===== src/rtl/bcd_entry_reg_if.sv =====
// bcd_entry_reg_if: keypad-strobe and operand-output bundle for bcd_entry_reg.
// Parameters: DIGITS (BCD digits held), CW (digit_count width).
// Inputs to the register: keycode, keystrobe, bksp_strobe, clear_strobe, commit_strobe.
// Outputs from the register: bcd_out, digit_valid, digit_count, full, locked,
// key_accepted, key_rejected, and negative when NEG_SIGN_EN is defined.
interface bcd_entry_reg_if #(
    parameter int DIGITS = 3,
    parameter int CW     = 4
);
    logic [3:0]          keycode;
    logic                keystrobe;
    logic                bksp_strobe;
    logic                clear_strobe;
    logic                commit_strobe;
    logic [4*DIGITS-1:0] bcd_out;
    logic [DIGITS-1:0]   digit_valid;
    logic [CW-1:0]       digit_count;
    logic                full;
    logic                locked;
    logic                key_accepted;
    logic                key_rejected;
`ifdef NEG_SIGN_EN
    logic                negative;
    modport master (
        output keycode, keystrobe, bksp_strobe, clear_strobe, commit_strobe,
        input  bcd_out, digit_valid, digit_count, full, locked,
               key_accepted, key_rejected, negative
    );
    modport slave (
        input  keycode, keystrobe, bksp_strobe, clear_strobe, commit_strobe,
        output bcd_out, digit_valid, digit_count, full, locked,
               key_accepted, key_rejected, negative
    );
`else
    modport master (
        output keycode, keystrobe, bksp_strobe, clear_strobe, commit_strobe,
        input  bcd_out, digit_valid, digit_count, full, locked,
               key_accepted, key_rejected
    );
    modport slave (
        input  keycode, keystrobe, bksp_strobe, clear_strobe, commit_strobe,
        output bcd_out, digit_valid, digit_count, full, locked,
               key_accepted, key_rejected
    );
`endif
endinterface


===== src/rtl/bcd_entry_reg.sv =====
// bcd_entry_reg: decimal operand-entry register with backspace, clear, commit/lock
// and leading-zero suppression.
// Ports: clock, reset (async active-high), bus (bcd_entry_reg_if.slave) carrying
// keypad strobes in and packed BCD, blanking mask, count and key pulses out.
// Optional macro NEG_SIGN_EN adds the negative sign flag toggled by keycode 4'hF.
module bcd_entry_reg #(
    parameter int DIGITS = 3,
    parameter int CW     = 4
) (
    input logic           clock,
    input logic           reset,
    bcd_entry_reg_if.slave bus
);
    localparam int W = 4 * DIGITS;
    typedef enum logic [1:0] {EMPTY, ENTRY, FULL, LOCKED} state_t;
    state_t        state;
    logic [W-1:0]  bcd;
    logic [CW-1:0] count;
    logic          acc;
    logic          rej;
`ifdef NEG_SIGN_EN
    logic          neg;
`endif
    always_ff @(posedge clock or posedge reset) begin
        if (reset) begin
            state <= EMPTY;
            bcd   <= '0;
            count <= '0;
            acc   <= 1'b0;
            rej   <= 1'b0;
`ifdef NEG_SIGN_EN
            neg   <= 1'b0;
`endif
        end else begin
            acc <= 1'b0;
            rej <= 1'b0;
            if (bus.clear_strobe) begin
                state <= EMPTY;
                bcd   <= '0;
                count <= '0;
`ifdef NEG_SIGN_EN
                neg   <= 1'b0;
`endif
            end else if (bus.commit_strobe) begin
                state <= LOCKED;
            end else if (bus.bksp_strobe) begin
                if (state == ENTRY || state == FULL) begin
                    bcd   <= bcd >> 4;
                    count <= count - CW'(1);
                    state <= (count == CW'(1)) ? EMPTY : ENTRY;
                end
            end else if (bus.keystrobe) begin
                if (bus.keycode <= 4'd9) begin
                    // LOCKED restarts the entry, so it loads exactly like EMPTY;
                    // a leading 0 is accepted but leaves the register empty.
                    if (state == EMPTY || state == LOCKED) begin
                        bcd   <= W'(bus.keycode);
                        count <= (bus.keycode == 4'd0) ? CW'(0) : CW'(1);
                        state <= (bus.keycode == 4'd0) ? EMPTY : (DIGITS == 1) ? FULL : ENTRY;
                        acc   <= 1'b1;
                    end else if (state == ENTRY) begin
                        bcd   <= (bcd << 4) | W'(bus.keycode);
                        count <= count + CW'(1);
                        state <= (count + CW'(1) == CW'(DIGITS)) ? FULL : ENTRY;
                        acc   <= 1'b1;
                    end else begin
                        rej   <= 1'b1;
                    end
`ifdef NEG_SIGN_EN
                end else if (bus.keycode == 4'hF) begin
                    acc <= 1'b1;
                    if (state == LOCKED) begin
                        state <= EMPTY;
                        bcd   <= '0;
                        count <= '0;
                        neg   <= 1'b1;
                    end else begin
                        neg   <= ~neg;
                    end
`endif
                end else begin
                    rej <= 1'b1;
                end
            end
        end
    end
    assign bus.bcd_out      = bcd;
    assign bus.digit_count  = count;
    assign bus.full         = (count == CW'(DIGITS));
    assign bus.locked       = (state == LOCKED);
    assign bus.key_accepted = acc;
    assign bus.key_rejected = rej;
`ifdef NEG_SIGN_EN
    assign bus.negative     = neg;
`endif
    // Digit 0 always shows so an empty entry displays "0".
    for (genvar i = 0; i < DIGITS; i++) begin : g_dv
        assign bus.digit_valid[i] = (i == 0) || (CW'(i) < count);
    end
endmodule


===== src/flat_wrapper.sv =====
// flat-port wrapper written by rule: the top's interface ports become plain ports
module bcd_entry_reg_flat 
#(
    parameter int DIGITS = 3,
    parameter int CW     = 4
)
  (clock, reset, bus_keycode, bus_keystrobe, bus_bksp_strobe, bus_clear_strobe, bus_commit_strobe, bus_bcd_out, bus_digit_valid, bus_digit_count, bus_full, bus_locked, bus_key_accepted, bus_key_rejected);
  bcd_entry_reg_if #(.DIGITS(DIGITS), .CW(CW)) bus_i ();
  input logic clock;
  input logic reset;
  input wire logic [$bits(bus_i.keycode)-1:0] bus_keycode;
  input wire logic [$bits(bus_i.keystrobe)-1:0] bus_keystrobe;
  input wire logic [$bits(bus_i.bksp_strobe)-1:0] bus_bksp_strobe;
  input wire logic [$bits(bus_i.clear_strobe)-1:0] bus_clear_strobe;
  input wire logic [$bits(bus_i.commit_strobe)-1:0] bus_commit_strobe;
  output wire logic [$bits(bus_i.bcd_out)-1:0] bus_bcd_out;
  output wire logic [$bits(bus_i.digit_valid)-1:0] bus_digit_valid;
  output wire logic [$bits(bus_i.digit_count)-1:0] bus_digit_count;
  output wire logic [$bits(bus_i.full)-1:0] bus_full;
  output wire logic [$bits(bus_i.locked)-1:0] bus_locked;
  output wire logic [$bits(bus_i.key_accepted)-1:0] bus_key_accepted;
  output wire logic [$bits(bus_i.key_rejected)-1:0] bus_key_rejected;
  assign bus_i.keycode = bus_keycode;
  assign bus_i.keystrobe = bus_keystrobe;
  assign bus_i.bksp_strobe = bus_bksp_strobe;
  assign bus_i.clear_strobe = bus_clear_strobe;
  assign bus_i.commit_strobe = bus_commit_strobe;
  assign bus_bcd_out = bus_i.bcd_out;
  assign bus_digit_valid = bus_i.digit_valid;
  assign bus_digit_count = bus_i.digit_count;
  assign bus_full = bus_i.full;
  assign bus_locked = bus_i.locked;
  assign bus_key_accepted = bus_i.key_accepted;
  assign bus_key_rejected = bus_i.key_rejected;
  bcd_entry_reg #(.DIGITS(DIGITS), .CW(CW)) u_core (.clock(clock), .reset(reset), .bus(bus_i));
endmodule

===== config.mk =====
export PLATFORM = sky130hd
export DESIGN_NAME = bcd_entry_reg_flat
export DESIGN_NICKNAME = d
export VERILOG_FILES = /design/src/rtl/bcd_entry_reg_if.sv /design/src/rtl/bcd_entry_reg.sv /design/src/flat_wrapper.sv
export SDC_FILE = /design/constraint.sdc
export NUM_CORES = 1
export LEC_CHECK = 0
export CORE_ASPECT_RATIO = 1.4
export CORE_MARGIN = 1.5
export CORE_UTILIZATION = 43
export DETAILED_ROUTE_END_ITERATION = 8
export PLACE_DENSITY = 0.75
export SLEW_MARGIN = 30
export SYNTH_ARGS = -nofsm -noshare
export SYNTH_HDL_FRONTEND = slang
export SYNTH_SLANG_ARGS = --single-unit

===== constraint.sdc =====
create_clock -name clock -period 1.7 [get_ports clock]
set_input_delay 0.17 -clock clock [delete_from_list [all_inputs] [get_ports clock]]
set_output_delay 0.17 -clock clock [all_outputs]
set_load 0.01 [all_outputs]

==> results.ini <==
[status]
status=complete, but fails checks
violations=negative setup slack

[global_route]
grt_usage_pct=23.01
antenna_found_initial=0
grt_pass1_vias=1207
grt_pass1_wl_um=5651
grt_max_degree=21
gr-total-overflow=0

[logic_synthesis]
synth_edf_count=0
syn-num-nets=149
avgSynthCellArea_um2=9.555
synth_area_um2=1261
ys_types=40
async_reset_ff_share_pct=100.0
synth-seq-cells=20
synth_cells=132
ys_seq_area_share_pct=39.68
ys_warn_count=0
ys.flop_type=dfrtp_1

[floorplanning]
rows=23
ios=33
dieWidth_um=48.77
start_util_pct=44.72
die_y_um=67.08
fp.dieArea_um2=3271
core_area_um2=2820

[worst_setup_path]
crit_type=reg2reg
cp_max_fo=7
cp_data_arrival_time_ns=2.04
cp_data_required_time_ns=1.84
worstSetupStartpointType=flop
endpoint_kind=flop

[power_and_ir_drop]
power.internal_mw=1.038
switching_share_pct=27.79
pwr-share-clk_pct=33.2
power_switching_mw=0.3996
p_seq_share_pct=36.8
powerDensity_nw_per_um2=734.4
comb_power_share_pct=30.0
ir_worst_vdd_uv=545.5
p_total_mw=1.438
p_leak_nw=0.8480

[sta]
setup_viol=17
postLayoutSetupSlackWorst_ns=-0.1950
clock_skew_ns=0.004234
finalCritPeriodShare_pct=111.5
fmax_mhz=527.7
rsz0062_at_grt=true
slew_violations=0
fin_crit_ns=1.895
setup-tns-final_ns=-2.068
hold_viol_final=0

[clocking]
holdBufCountCts=0
cts_tree=built
clock_latency_ns=0.26
path_clk_slew_ns=0.08
clk_path_buf_depth=2
numCtsBuffers=3
ctsHtreeMaxLevel=1
cts_sinks=20
root_buffer=clkbuf_8

[placement]
gp_congestion=0.8237
hpwlAfterDp_um=2411
dpl_cell_area_um2=1775
placed_cells=218
place.port_buffers=31

[job]
maxCapViolCount=0

[finish]
fin_cells=226
diodes=0
mostFrequentLayoutCell=clkdlybuf4s50_1
layout_common_cells=clkdlybuf4s50_1, buf_4, dfrtp_1
register_area_um2=503.0
syn2layout_area_growth_pct=55.26
multiInputGateArea_um2=783.3
fillCellCount=224
nets=207
drive_gt1_share_pct=31.22
design_area_um2=1958

[route]
wl_um=3568
vias=1193
route.detailed.drc=0
drtIter0Drc=27
viasPerCell=5.279
ant_nets=0
dr.pass1.iters=4
wl_per_cell_um=15.79

[worst_hold_path]
min_path_type=in2async

power groups by stage:
stage | logic, mW | clock network, mW | registers, mW
after detailed placement | 0.386 | 0 | 0.534
after CTS | 0.411 | 0.488 | 0.524
after floorplan | 0.195 | 0 | 0.541
after global placement | 0.374 | 0 | 0.533
final | 0.431 | 0.478 | 0.529
after global routing | 0.467 | 0.510 | 0.531
cells in the mapped netlist (all sizes together), types with 2 or more instances:
library cell,instances,area (um2)
dfrtp,20,500.5
nand2,14,52.55
nor2,14,52.55
inv,9,33.78
o21ai,9,45.04
ha,7,87.58
nand2b,7,43.79
mux2i,6,60.06
a211oi,5,57.56
a22oi,4,30.03
buf,4,41.29
a21oi,3,15.01
a311oi,3,26.28
clkbuf,3,11.26
nor3,2,10.01
flip-flops by register name, summed over array words and instances, names as in the netlist:
| signal | cells |
|---|---|
| u_core.bus.digit_count | 4 |
| u_core.state | 2 |
| u_core.bus.key_rejected | 1 |
| u_core.bus.key_accepted | 1 |
| u_core.bus.bcd_out | 12 |
final timing paths:
kind	endpoint	slack, ns	cells after the start	start
min	u_core.bus.digit_count[2]$_DFFE_PP0P_	0.24	3	reset
max reg2reg	u_core.bus.digit_count[3]$_DFFE_PP0P_	-0.20	7	u_core.state[0]$_DFFE_PP0P_
max	u_core.bus.digit_count[3]$_DFFE_PP0P_	-0.20	7	u_core.state[0]$_DFFE_PP0P_
min in group clock	u_core.bus.bcd_out[11]$_DFFE_PP0P_	0.53	2	u_core.bus.bcd_out[11]$_DFFE_PP0P_
max in group asynchronous	u_core.bus.digit_count[0]$_DFFE_PP0P_	1.23	3	reset
min reg2reg	u_core.bus.bcd_out[11]$_DFFE_PP0P_	0.53	2	u_core.bus.bcd_out[11]$_DFFE_PP0P_
cell families after synthesis:
kind of cell | Yosys count | share of synthesized area (%)
adders and majority gates | 7 | 6.944
other | 1 | 0.2973
and+or+nand+nor | 46 | 17.96
buffers and inverters | 16 | 6.845
DFF | 20 | 39.68
muxes | 6 | 4.762
AOI/OAI and AO/OA | 34 | 22.12
xor gates and xnor gates | 2 | 1.389
stage by stage:
| step | hold slack (ns) | setup slack, ns | utilization [%] |
|---|---|---|---|
| after global routing | 0.2727 | -0.2133 | 69.43 |
| after CTS | 0.2436 | -0.08690 | 67.48 |
| after floorplan | 0.1338 | -0.02895 | - |
| after global placement | 0.4997 | -0.1757 | 62.95 |
| after detailed placement | 0.5126 | -0.2266 | 62.95 |
| final | 0.2383 | -0.1950 | 69.43 |
critical path, cell delays in order, from the launching register on:
cell	delay [ns]
dfrtp_1	0.37
inv_1	0.08
ha_4	0.16
or4b_4	0.51
o22ai_4	0.26
buf_4	0.17
o31a_1	0.13
o32ai_1	0.08
final cells by class:
| type | instances | area share (%) |
|---|---|---|
| Multi-Input combinational cell | 97 | 40.00 |
| Clock inverter | 1 | 1.534 |
| Tap cell | 37 | 2.364 |
| Timing Repair Buffer | 59 | 26.58 |
| Sequential cell | 20 | 25.69 |
| Inverter | 9 | 1.725 |
| Clock buffer | 3 | 2.109 |
layer usage:
metal | share of wire, % | vias to the layer above | GRT usage [%]
met5 | 0 | - | 0
met1 | 39 | 574 | 24.68
li1 | - | 586 | -
met4 | 1.6 | 0 | 8.571
met2 | 56 | 27 | 44.18
met3 | 2.9 | 6 | 4.484
timing repair:
action | CTS | global route
pin swaps | 3 | 2
buffers inserted | 2 | 1
endpoints found under the setup margin | 21 | 21
cloned | 1 | 0
resized for setup | 9 | 13
Note: power is estimated with default switching activity, not from simulation.
